**config.mk**
```make
export PLATFORM = sky130hd
export DESIGN_NAME = uart_rx
export DESIGN_NICKNAME = d
export VERILOG_FILES = /design/src/rtl/uart_pkg.sv /design/src/rtl/sync2.sv /design/src/rtl/uart_rx.sv
export SDC_FILE = /design/constraint.sdc
export NUM_CORES = 1
export LEC_CHECK = 0
export CORE_UTILIZATION = 52
export CTS_BUF_LIST = sky130_fd_sc_hd__clkbuf_8
export CTS_CLUSTER_SIZE = 12
export DETAILED_ROUTE_END_ITERATION = 8
export PLACE_DENSITY = 0.74
export SYNTH_ARGS = -nofsm -noshare
export SYNTH_HDL_FRONTEND = slang
export SYNTH_HIERARCHICAL = 1
export SYNTH_SLANG_ARGS = --single-unit
```
**constraint.sdc**
```tcl
create_clock -name clk -period 1.7 [get_ports clk]
set_input_delay 0.51 -clock clk [delete_from_list [all_inputs] [get_ports clk]]
set_output_delay 0.51 -clock clk [all_outputs]
set_load 0.02 [all_outputs]
```
**src/rtl/uart_pkg.sv**
```systemverilog
// uart_pkg: shared state encoding and frame constants for the UART receiver
package uart_pkg;

    typedef enum logic [2:0] {
        IDLE,
        START,
        DATA,
        PARITY,
        STOP,
        BREAK
    } uart_state_t;

    localparam int UART_CLKS_PER_BIT_DEF = 104;
    localparam int UART_DATA_BITS        = 8;

endpackage

```
**src/rtl/sync2.sv**
```systemverilog
// sync2: two-flop synchronizer for an asynchronous pin, reset to RST_VAL
module sync2 #(
    parameter logic RST_VAL = 1'b1
) (
    input  logic clk,
    input  logic rst_n,
    input  logic d,
    output logic q
);

    logic meta;

    // Shift the pin through two flops to settle metastability
    always_ff @(posedge clk or negedge rst_n) begin
        if (!rst_n) begin
            meta <= RST_VAL;
            q    <= RST_VAL;
        end else begin
            meta <= d;
            q    <= meta;
        end
    end

endmodule

```
**src/rtl/uart_rx.sv**
```systemverilog
// uart_rx: 8N1 serial receiver with valid/ready byte output; UART_RX_PARITY_EN adds an even-parity bit and parity_err
module uart_rx
    import uart_pkg::*;
#(
    parameter int CLKS_PER_BIT = UART_CLKS_PER_BIT_DEF
) (
    input  logic       clk,
    input  logic       rst_n,
    input  logic       rxd,
    output logic [7:0] rx_data,
    output logic       rx_valid,
    input  logic       rx_ready,
    output logic       frame_err,
`ifdef UART_RX_PARITY_EN
    output logic       parity_err,
`endif
    output logic       overrun
);

    localparam int HALF = CLKS_PER_BIT / 2;
    localparam int CW   = $clog2(CLKS_PER_BIT);
    localparam logic [CW-1:0] LAST     = CW'(CLKS_PER_BIT - 1);
    localparam logic [CW-1:0] HALF_M1  = CW'(HALF - 1);
    localparam logic [2:0]    LAST_BIT = 3'(UART_DATA_BITS - 1);
`ifdef UART_RX_PARITY_EN
    localparam uart_state_t AFTER_DATA = PARITY;
`else
    localparam uart_state_t AFTER_DATA = STOP;
`endif

    uart_state_t state, state_n;
    logic [CW-1:0] cnt;
    logic [2:0] bit_idx;
    logic [UART_DATA_BITS-1:0] shreg;
    logic rxd_s;
    logic bit_done, stop_at, stop_ok, deliver;

    sync2 #(.RST_VAL(1'b1)) u_sync (
        .clk   (clk),
        .rst_n (rst_n),
        .d     (rxd),
        .q     (rxd_s)
    );

    // State register
    always_ff @(posedge clk or negedge rst_n) begin
        if (!rst_n) state <= IDLE;
        else        state <= state_n;
    end

    // Next-state decode and stop-sample qualifiers
    always_comb begin
        state_n  = state;
        bit_done = (cnt == LAST);
        stop_at  = (state == STOP) && bit_done;
        stop_ok  = stop_at && rxd_s;
        deliver  = stop_ok && (!rx_valid || rx_ready);
        case (state)
            IDLE:    state_n = rxd_s ? IDLE : START;
            START:   if (cnt == HALF_M1) state_n = rxd_s ? IDLE : DATA;
            DATA:    if (bit_done && bit_idx == LAST_BIT) state_n = AFTER_DATA;
            PARITY:  if (bit_done) state_n = STOP;
            STOP:    if (bit_done) state_n = rxd_s ? IDLE : BREAK;
            BREAK:   if (rxd_s) state_n = IDLE;
            default: state_n = IDLE;
        endcase
    end

    // Bit timing, shift register, holding register and status pulses
    always_ff @(posedge clk or negedge rst_n) begin
        if (!rst_n) begin
            cnt       <= '0;
            bit_idx   <= '0;
            shreg     <= '0;
            rx_data   <= '0;
            rx_valid  <= 1'b0;
            frame_err <= 1'b0;
            overrun   <= 1'b0;
        end else begin
            cnt       <= (state_n != state || state == IDLE || state == BREAK ||
                          (state == DATA && bit_done)) ? '0 : cnt + 1'b1;
            bit_idx   <= (state != DATA) ? '0 : bit_idx + 3'(bit_done);
            if (state == DATA && bit_done) shreg <= {rxd_s, shreg[UART_DATA_BITS-1:1]};
            frame_err <= stop_at && !rxd_s;
            overrun   <= stop_ok && !deliver;
            if (deliver) begin
                rx_data  <= shreg;
                rx_valid <= 1'b1;
            end else if (rx_ready) begin
                rx_valid <= 1'b0;
            end
        end
    end

`ifdef UART_RX_PARITY_EN
    logic par_bit;

    // Capture the parity bit and compare against even parity of the byte at stop
    always_ff @(posedge clk or negedge rst_n) begin
        if (!rst_n) begin
            par_bit    <= 1'b0;
            parity_err <= 1'b0;
        end else begin
            if (state == PARITY && bit_done) par_bit <= rxd_s;
            parity_err <= stop_at && (par_bit != ^shreg);
        end
    end
`endif

endmodule

```
==> results.py, run 1 <==
metrics = {
    "setup_path": {
        "critPathArrivalTime_ps": 1870,
        "r2r_slack_ps": 3,
        "cp-start-kind": "register",
        "end_kind": "register",
        "crit_fanout": 8,
        "criticalPathCategory": "register to register",
        "crit_required_ps": 1870,
    },
    "clocking": {
        "htreeDepth": 2,
        "cts_tree": "yes",
        "ctsHoldBuffers": 0,
        "ctsRootBufferMaster": "clkbuf_8",
        "numCtsBuffers": 5,
        "cts_buffer_depth": 2,
        "clk_pin_slew_ps": 70,
        "cts.sinks": 34,
        "worstSkewPairLatency_ps": 280,
    },
    "timing": {
        "fin_crit_sh_pct": 99.85,
        "rsz0062_at_grt": "yes",
        "worstMarginPinSlew_ps": 288.9,
        "whs_ps": 364.2,
        "fin_ws_ps": 2.527,
        "timing.fmax_mhz": 589.1,
        "finalSetupViolations": 0,
        "finalHoldViolCount": 0,
        "drv_slew": 0,
        "period_needed_ps": 1697,
        "skew_ps": 7.014,
        "slew_headroom_pct": 80.74,
    },
    "grt": {
        "track_usage_pct": 19.23,
        "grt_antenna_before_repair": 0,
        "grt-ovfl-total": 0,
        "grt_pass1_vias": 912,
        "grt_max_degree": 35,
        "grt_pass1_wl_mm": 3.864,
    },
    "synth": {
        "ys_warn_count": 6,
        "synth-edff-count": 0,
        "synth_nets": 117,
        "ys_top_cells_by_area": "dfrtp_1 (56%), mux2_2 (13%), dfstp_2 (3.6%)",
        "synth_cell_type_count": 33,
        "synth_top_area_share_pct": 55.60,
        "synth.most_common_cell": "dfrtp_1",
        "syn_inst": 110,
        "ys_seq_elements": 34,
        "synth_common_cells": "dfrtp_1 (32), mux2_2 (16), nor2_1 (11)",
        "synth_top_area_cell": "dfrtp_1",
        "synth.yosys.seq_area_share_pct": 59.25,
        "synthArstFlopShare_pct": 100.0,
        "syn_area_per_cell_sq_um": 13.09,
        "ys.flop_type": "dfrtp_1",
        "synth_area_sq_mm": 0.001440,
    },
    "drt": {
        "num_vias": 939,
        "ant_nets": 0,
        "wl_per_cell_um": 14.37,
        "via_per_inst": 5.366,
        "first_pass_iters": 4,
        "drc": 0,
        "wl_mm": 2.514,
        "drtIter0Drc": 10,
    },
    "die": {
        "design.die.area_sq_mm": 0.002984,
        "die-width_um": 54.63,
        "start_util_pct": 56.59,
        "core-area_sq_mm": 0.002545,
        "row_count": 18,
        "die_h_um": 54.63,
        "io_pins": 15,
    },
    "power": {
        "p_per_area_mw_per_mm2": 737.9,
        "power_w": 0.001411,
        "ir_worst_vdd_v": 0.001026,
        "leakage_nw": 0.9449,
    },
    "place": {
        "gp_congestion": 0.7787,
        "dp_hpwl_mm": 1.622,
        "pre_cts_ws_ps": -176.8,
        "io_buffers": 14,
    },
    "cells_and_area": {
        "area_delta_synth_final_pct": 32.75,
        "nets": 151,
        "multi_input_area_sq_um": 666.9,
        "drive_gt1_share_pct": 34.48,
        "n_antenna_cell": 0,
        "regArea_sq_um": 853.3,
        "nFillCells": 173,
    },
    "status": {
        "status": "complete, no violations",
    },
    "min_path": {
        "hold_path_class": "register to register",
    },
    "job": {
        "maxCapViolCount": 0,
    },
}
-- cells in the final DEF, fill, tap and decap left out, types with 2 or more instances in the layout --
cell | netlist | layout
dfrtp_1 | 32 | 32
mux2_4 | 0 | 16
buf_4 | 1 | 12
nor2_1 | 11 | 11
dlygate4sd2_1 | 0 | 11
clkbuf_8 | 0 | 5
nand2b_1 | 4 | 4
nand3_1 | 4 | 4
xnor2_1 | 4 | 4
nor3b_1 | 3 | 3
nor2b_1 | 3 | 3
nand2_1 | 3 | 3
clkdlybuf4s50_1 | 0 | 3
and2_1 | 2 | 2
nand4_1 | 2 | 2
xor2_1 | 2 | 2
ha_4 | 0 | 2
clkinv_2 | 0 | 2
buf_12 | 0 | 2
dfstp_2 | 2 | 2
-- repair_timing --
action                                  CTS  global route
hold endpoints to repair                  0             0
pin swaps                                 1             4
endpoints found under the setup margin   26            25
gates resized for setup                  13            20
buffers inserted                          0             1
gates cloned                              0             0
-- final timing paths --
check / from / endpoint / depth (start not counted)
min in group asynchronous: rst_n / bit_idx[2]$_DFF_PN0_ / 2
worst max-delay path: cnt[0]$_DFF_PN0_ / rx_data[1]$_DFFE_PN0P_ / 6
max in group asynchronous: rst_n / u_sync/q$_DFF_PN1_ / 2
worst max register to register: cnt[0]$_DFF_PN0_ / rx_data[1]$_DFFE_PN0P_ / 6
worst min register to register: u_sync/meta$_DFF_PN1_ / u_sync/q$_DFF_PN1_ / 0
worst min-delay path: u_sync/meta$_DFF_PN1_ / u_sync/q$_DFF_PN1_ / 0
-- cell type report --
cell class | count | share of cell area [%]
clock buffer | 5 | 3.599
multi-input combinational | 73 | 34.88
inverter | 1 | 0.1963
sequential | 34 | 44.63
tap | 30 | 1.963
timing repair buffer | 29 | 14.01
clock inverter | 3 | 0.7199
-- power breakdown --
group / switching, W / internal [W]
combinational: 0.0000165 / 0.0000124
sequential: 0.00000227 / 0.000813
clock: 0.000289 / 0.000278
total: 0.000308 / 0.00110
-- registers in the layout (all words and copies together), names as in the netlist --
name	count
cnt	7
frame_err	1
shreg	8
rx_valid	1
bit_idx	3
u_sync/meta	1
overrun	1
u_sync/q	1
rx_data	8
state	3
-- routing by layer --
metal  routed length [um]  up-vias  global-route usage, %  share of wire [%]
li1                     -      454                      -                  -
met1                 1262      465                  23.78                 50
met2                 1128       15                  29.32                 45
met3                   81        5                  5.833                3.2
met4                   41        0                  11.54                1.6
met5                    0        -                      0                  0
-- kinds of logic after synthesis --
group | after synthesis | synth area share [%]
AO/OA/AOI/OAI | 9 | 4.866
XOR/XNOR | 6 | 3.649
adder cells (fa/ha/maj) | 3 | 2.607
buffers and inverters | 3 | 1.042
flip-flops | 34 | 59.25
multiplexers | 16 | 12.51
AND/OR/NAND/NOR | 39 | 16.07
-- critical path, cell delays in order (launching register included) --
cell and delay [ps]:
dfrtp_1 360, ha_2 180, and3b_2 240, nand4_1 140, nor2b_1 170, buf_6 180
mux2_4 310
-- stage by stage --
stage	cell area (sq um)	cells	utilization, %	setup TNS [ps]
after CTS	1819	174	71.48	-19.10
after detailed placement	1739	166	68.34	-1337
after global routing	1912	175	75.12	-928.1
final	1912	175	75.12	0
after floorplan	1443	110	-	0
after global placement	1739	166	68.34	-1203
Note: power is estimated with default switching activity, not from simulation.
==> run 2: changes to the inputs <==
CORE_MARGIN = 1.5   (was default)
==> results.py, run 2 (synthesis gave the netlist of run 1 again) <==
metrics = {
    "status": {
        "status": "finished, violations left",
        "violations": "negative setup slack",
    },
    "timing": {
        "fin_ws_ps": -44.54,
        "period_needed_ps": 1745,
        "slew_headroom_pct": 78.21,
        "finalHoldViolCount": 0,
        "fin_crit_sh_pct": 102.6,
        "finalSetupViolations": 9,
        "worstMarginPinSlew_ps": 326.8,
        "rsz0062_at_grt": "yes",
        "timing.fmax_mhz": 573.2,
        "whs_ps": 355.3,
        "tns_ps": -287.0,
        "skew_ps": 7.762,
        "drv_slew": 0,
    },
    "place": {
        "dp_hpwl_mm": 1.761,
        "gp_congestion": 0.7677,
        "io_buffers": 14,
    },
    "drt": {
        "via_per_inst": 5.547,
        "num_vias": 993,
        "first_pass_iters": 2,
        "wl_mm": 2.962,
        "drc": 0,
        "wl_per_cell_um": 16.55,
        "drtIter0Drc": 19,
        "ant_nets": 0,
    },
    "die": {
        "core-area_sq_mm": 0.002545,
        "die-width_um": 55.63,
        "design.die.area_sq_mm": 0.003094,
        "row_count": 18,
        "start_util_pct": 56.59,
        "die_h_um": 55.63,
        "io_pins": 15,
    },
    "cells_and_area": {
        "n_antenna_cell": 0,
        "nets": 155,
        "regArea_sq_um": 853.3,
        "reg.largest.list": "rx_data x8, shreg x8, cnt x7",
        "nFillCells": 166,
        "multi_input_area_sq_um": 684.4,
        "area_delta_synth_final_pct": 36.75,
        "final_common_cell": "dfrtp_1",
        "drive_gt1_share_pct": 38.26,
        "layout_common_cells": "dfrtp_1 (32), mux2_4 (16), buf_4 (16)",
    },
    "power": {
        "leakage_nw": 0.9643,
        "p_per_area_mw_per_mm2": 729.2,
        "ir_worst_vdd_v": 0.0007999,
    },
    "clocking": {
        "cts_buffer_depth": 2,
        "htreeDepth": 2,
        "cts_tree": "yes",
        "ctsRootBufferMaster": "clkbuf_8",
        "numCtsBuffers": 5,
        "worstSkewPairLatency_ps": 280,
        "cts.sinks": 34,
        "clk_pin_slew_ps": 60,
    },
    "setup_path": {
        "criticalPathCategory": "register to register",
        "rr_endpoint": "rx_data[4]$_DFFE_PN0P_",
        "cp-start-kind": "register",
        "r2r_cells": 6,
        "crit_required_ps": 1860,
        "critPathArrivalTime_ps": 1910,
        "crit_start": "cnt[0]$_DFF_PN0_",
        "crit_fanout": 8,
        "r2r_start": "cnt[0]$_DFF_PN0_",
        "r2r_slack_ps": -40,
        "end_kind": "register",
        "critPathCapture": "rx_data[4]$_DFFE_PN0P_",
    },
    "grt": {
        "grt_antenna_before_repair": 0,
        "track_usage_pct": 20.39,
        "grt_max_degree": 35,
        "grt-ovfl-total": 0,
        "grt_pass1_vias": 1013,
        "grt_pass1_wl_mm": 4.795,
    },
    "min_path": {
        "hold_path_class": "register to register",
    },
    "job": {
        "maxCapViolCount": 0,
    },
}
run 2: worst max-delay path, cell delays in order, from the launching register on:
cell and delay [ps]:
dfrtp_1 350, ha_2 180, and3b_2 230, nand4_1 160
nor2b_1 200, buf_6 190, mux2_4 320
run 2: through the flow:
step | instance area, sq um | total power, W | instances | worst slack [ps] | utilization, %
after floorplan | 1443 | 0.0008322 | 110 | 5.945 | -
after global placement | 1739 | 0.0008604 | 166 | -148.8 | 68.34
after detailed placement | 1739 | 0.0008612 | 166 | -231.3 | 68.34
after CTS | 1861 | 0.001451 | 176 | -53.97 | 73.11
after global routing | 1969 | 0.001497 | 179 | -81.77 | 77.38
final | 1969 | 0.001436 | 179 | -44.54 | 77.38
run 2: power by group:
part	total (W)	switching (W)	internal, W	leakage [nW]
clock network	0.000591	0.000273	0.000318	0.0538
registers	0.000816	0.00000259	0.000813	0.453
logic	0.0000293	0.0000169	0.0000124	0.457
total	0.00144	0.000292	0.00114	0.964
run 2: worst min path at each step:
stage                          startpoint                    to  cells past startpoint
finish              u_sync/meta$_DFF_PN1_    u_sync/q$_DFF_PN1_                      0
global route        u_sync/meta$_DFF_PN1_    u_sync/q$_DFF_PN1_                      0
CTS                 u_sync/meta$_DFF_PN1_    u_sync/q$_DFF_PN1_                      0
detailed placement  u_sync/meta$_DFF_PN1_    u_sync/q$_DFF_PN1_                      0
global placement    u_sync/meta$_DFF_PN1_    u_sync/q$_DFF_PN1_                      0
floorplan                           rst_n  bit_idx[0]$_DFF_PN0_                      0
run 2: what timing repair did:
item / 4_1_cts / 5_1_grt
hold buffers: 0 / 0
resized for setup: 18 / 21
endpoints found under the setup margin: 23 / 22
setup buffers: 2 / 3
pin swaps: 3 / 6
run 2: metal layers:
| layer | routed length (um) | up-vias | global-route usage [%] |
|---|---|---|---|
| met5 | 0 | - | 0 |
| met4 | 70 | 0 | 9.408 |
| met3 | 119 | 8 | 6.744 |
| met2 | 1477 | 19 | 31.63 |
| met1 | 1294 | 505 | 25.94 |
| li1 | - | 461 | - |
run 2: area by class of cell:
class	instances	area share (%)
Multi-Input combinational cell	73	34.75
Tap cell	30	1.906
Clock inverter	2	0.3812
Timing Repair Buffer	33	15.12
Inverter	1	0.3177
Sequential cell	34	43.33
Clock buffer	6	4.193
==> run 3: changes to the inputs <==
ABC_AREA = 1   (was default)
CORE_UTILIZATION = 53   (was 52)
==> results.py, run 3 <==
metrics = {
    "status": {
        "status": "complete, no violations",
    },
    "synth": {
        "ys_warn_count": 6,
        "synthAdderAreaFrac_pct": 2.247,
        "synth_top_family_by_area": "simple AND/OR/NAND/NOR gates",
        "synth_common_cells": "nand2_1 (35), dfrtp_1 (32), inv_1 (19), nand3_1 (15), nor2_1 (12)",
        "synth_cell_type_count": 29,
        "ys.flop_type": "dfrtp_1",
        "synth_compound_area_share_pct": 4.494,
        "syn_inst": 178,
        "synth_area_sq_mm": 0.001670,
        "syn_area_per_cell_sq_um": 9.384,
        "post_synth_mux_area_share_pct": 0.6742,
        "synth_nets": 185,
        "synth-edff-count": 0,
        "synth.yosys.seq_area_share_pct": 51.09,
        "synth_top_area_share_pct": 47.94,
        "synthArstFlopShare_pct": 100.0,
        "ys_top_cells_by_area": "dfrtp_1 (48%), nand2_1 (7.9%), nand3_1 (4.5%)",
        "synth_top_area_cell": "dfrtp_1",
        "synth.most_common_cell": "nand2_1",
        "synthSimpleGateAreaFrac_pct": 31.76,
        "synth_xor_area_share_pct": 3.146,
        "ys_seq_elements": 34,
    },
    "die": {
        "die-width_um": 59.14,
        "io_pins": 15,
        "core-area_sq_mm": 0.003028,
        "design.die.area_sq_mm": 0.003498,
        "row_count": 20,
        "start_util_pct": 55.17,
        "die_h_um": 59.14,
    },
    "drt": {
        "first_pass_iters": 4,
        "drtIter0Drc": 21,
        "via_per_inst": 4.953,
        "ant_nets": 0,
        "wl_per_cell_um": 12.09,
        "wl_mm": 3.072,
        "num_vias": 1258,
        "drc": 0,
    },
    "clocking": {
        "cts_tree": "yes",
        "clk_pin_slew_ps": 70,
        "htreeDepth": 2,
        "numCtsBuffers": 5,
        "ctsHoldBuffers": 0,
        "cts.sinks": 34,
        "cts_buffer_depth": 2,
        "worstSkewPairLatency_ps": 280,
        "ctsRootBufferMaster": "clkbuf_8",
    },
    "place": {
        "io_buffers": 14,
        "gp_congestion": 0.7942,
        "dp_hpwl_mm": 2.142,
    },
    "timing": {
        "period_needed_ps": 1643,
        "slew_headroom_pct": 81.51,
        "rsz0062_at_grt": "yes",
        "finalSetupViolations": 0,
        "skew_ps": 5.606,
        "finalHoldViolCount": 0,
        "fin_crit_sh_pct": 96.64,
        "worstMarginPinSlew_ps": 276.4,
        "whs_ps": 357.1,
        "timing.fmax_mhz": 608.7,
        "drv_slew": 0,
    },
    "cells_and_area": {
        "final_common_cell": "nand2_1",
        "multi_input_area_sq_um": 740.7,
        "area_delta_synth_final_pct": 24.27,
        "drive_gt1_share_pct": 25.24,
        "fin_util_pct": 68.55,
        "regArea_sq_um": 854.6,
        "reg.largest.list": "rx_data x8, shreg x8, cnt x7",
        "layout_common_cells": "nand2_1 (35), dfrtp_1 (31), inv_1 (19)",
        "nFillCells": 244,
        "n_antenna_cell": 0,
        "nets": 216,
    },
    "setup_path": {
        "cp-start-kind": "register",
        "criticalPathCategory": "register to register",
        "slowest_delay_ps": 390,
        "cp_common_cell": "nand2_4",
        "crit_required_ps": 1900,
        "critPathArrivalTime_ps": 1850,
        "crit_fanout": 7,
        "end_kind": "register",
        "critPathTopFamily": "simple AND/OR/NAND/NOR gates",
        "crit_slowest_cell": "dfrtp_1",
        "worst-path-buf-inv": 1,
        "path_cells": "ha_4 > nand2_4 > nor2_4 > nand2_4 > nand2_4 > inv_2 > nor2_4 > nand2_2 > nand2_2 > nand3_4 > nor3_2",
    },
    "grt": {
        "grt-ovfl-total": 0,
        "grt_pass1_wl_mm": 4.899,
        "track_usage_pct": 19.33,
        "grt_pass1_vias": 1147,
        "grt_max_degree": 35,
        "grt_antenna_before_repair": 0,
    },
    "power": {
        "power_w": 0.001459,
        "leakage_nw": 0.9922,
        "ir_worst_vdd_v": 0.0005603,
        "p_per_area_mw_per_mm2": 702.9,
    },
    "job": {
        "maxCapViolCount": 0,
    },
    "min_path": {
        "hold_path_class": "register to register",
    },
}
run 3: worst paths after layout:
kind,slack (ps),endpoint,start,depth (start not counted)
max in group asynchronous,860,u_sync/meta$_DFF_PN1_,rst_n,2
min,360,u_sync/q$_DFF_PN1_,u_sync/meta$_DFF_PN1_,0
max,60,cnt[3]$_DFF_PN0_,cnt[1]$_DFF_PN0_,11
min in group asynchronous,590,rx_data[2]$_DFFE_PN0P_,rst_n,2
max reg2reg,60,cnt[3]$_DFF_PN0_,cnt[1]$_DFF_PN0_,11
min reg2reg,360,u_sync/q$_DFF_PN1_,u_sync/meta$_DFF_PN1_,0
run 3: cell type report:
type | instances | share of cell area [%]
Sequential cell | 34 | 41.17
Multi-Input combinational cell | 116 | 35.68
Timing Repair Buffer | 27 | 11.39
Inverter | 25 | 4.521
Clock buffer | 6 | 3.978
Tap cell | 44 | 2.652
Clock inverter | 2 | 0.6028
run 3: worst register-to-register path: cells and delay by family (launching register included):
| kind | cells | cell delay [ps] |
|---|---|---|
| buffers and inverters | 1 | 40 |
| adder cells (fa/ha/maj) | 1 | 180 |
| flip-flops | 1 | 390 |
| AND/OR/NAND/NOR | 9 | 950 |
run 3: routing by layer:
layer | GRT usage, % | part of all wire, % | up-vias
met5 | 0 | 0 | -
met4 | 11.04 | 2.3 | 0
met3 | 5.677 | 3.5 | 9
met2 | 31.27 | 50 | 22
met1 | 22.92 | 44 | 599
li1 | - | - | 628
run 3: where the power goes:
group          switching (W)  leakage (nW)  internal (W)
Combinational      0.0000182         0.492     0.0000115
Sequential        0.00000262         0.453      0.000813
Clock               0.000288        0.0472      0.000325
Total               0.000309         0.992       0.00115
run 3: repair_timing:
| action | in CTS | in global routing |
|---|---|---|
| gates resized for setup | 12 | 6 |
| endpoints found under the setup margin | 12 | 8 |
| buffers inserted | 0 | 7 |
| pin swaps | 0 | 2 |
run 3: stage by stage:
step	cells	worst slack [ps]	setup TNS [ps]	instance area, sq um
after CTS	247	9.036	0	1989
after detailed placement	239	2.628	0	1907
after global placement	239	59.44	0	1907
final	254	57.18	0	2076
after global routing	254	-38.18	-48.98	2076
after floorplan	178	140.8	0	1670
run 3: cells by family after synthesis:
kind of cell | Yosys count
xor+xnor | 6
simple gates | 91
mux | 1
fa+ha+maj | 3
flops | 34
buf+inv | 28
compound gates | 15
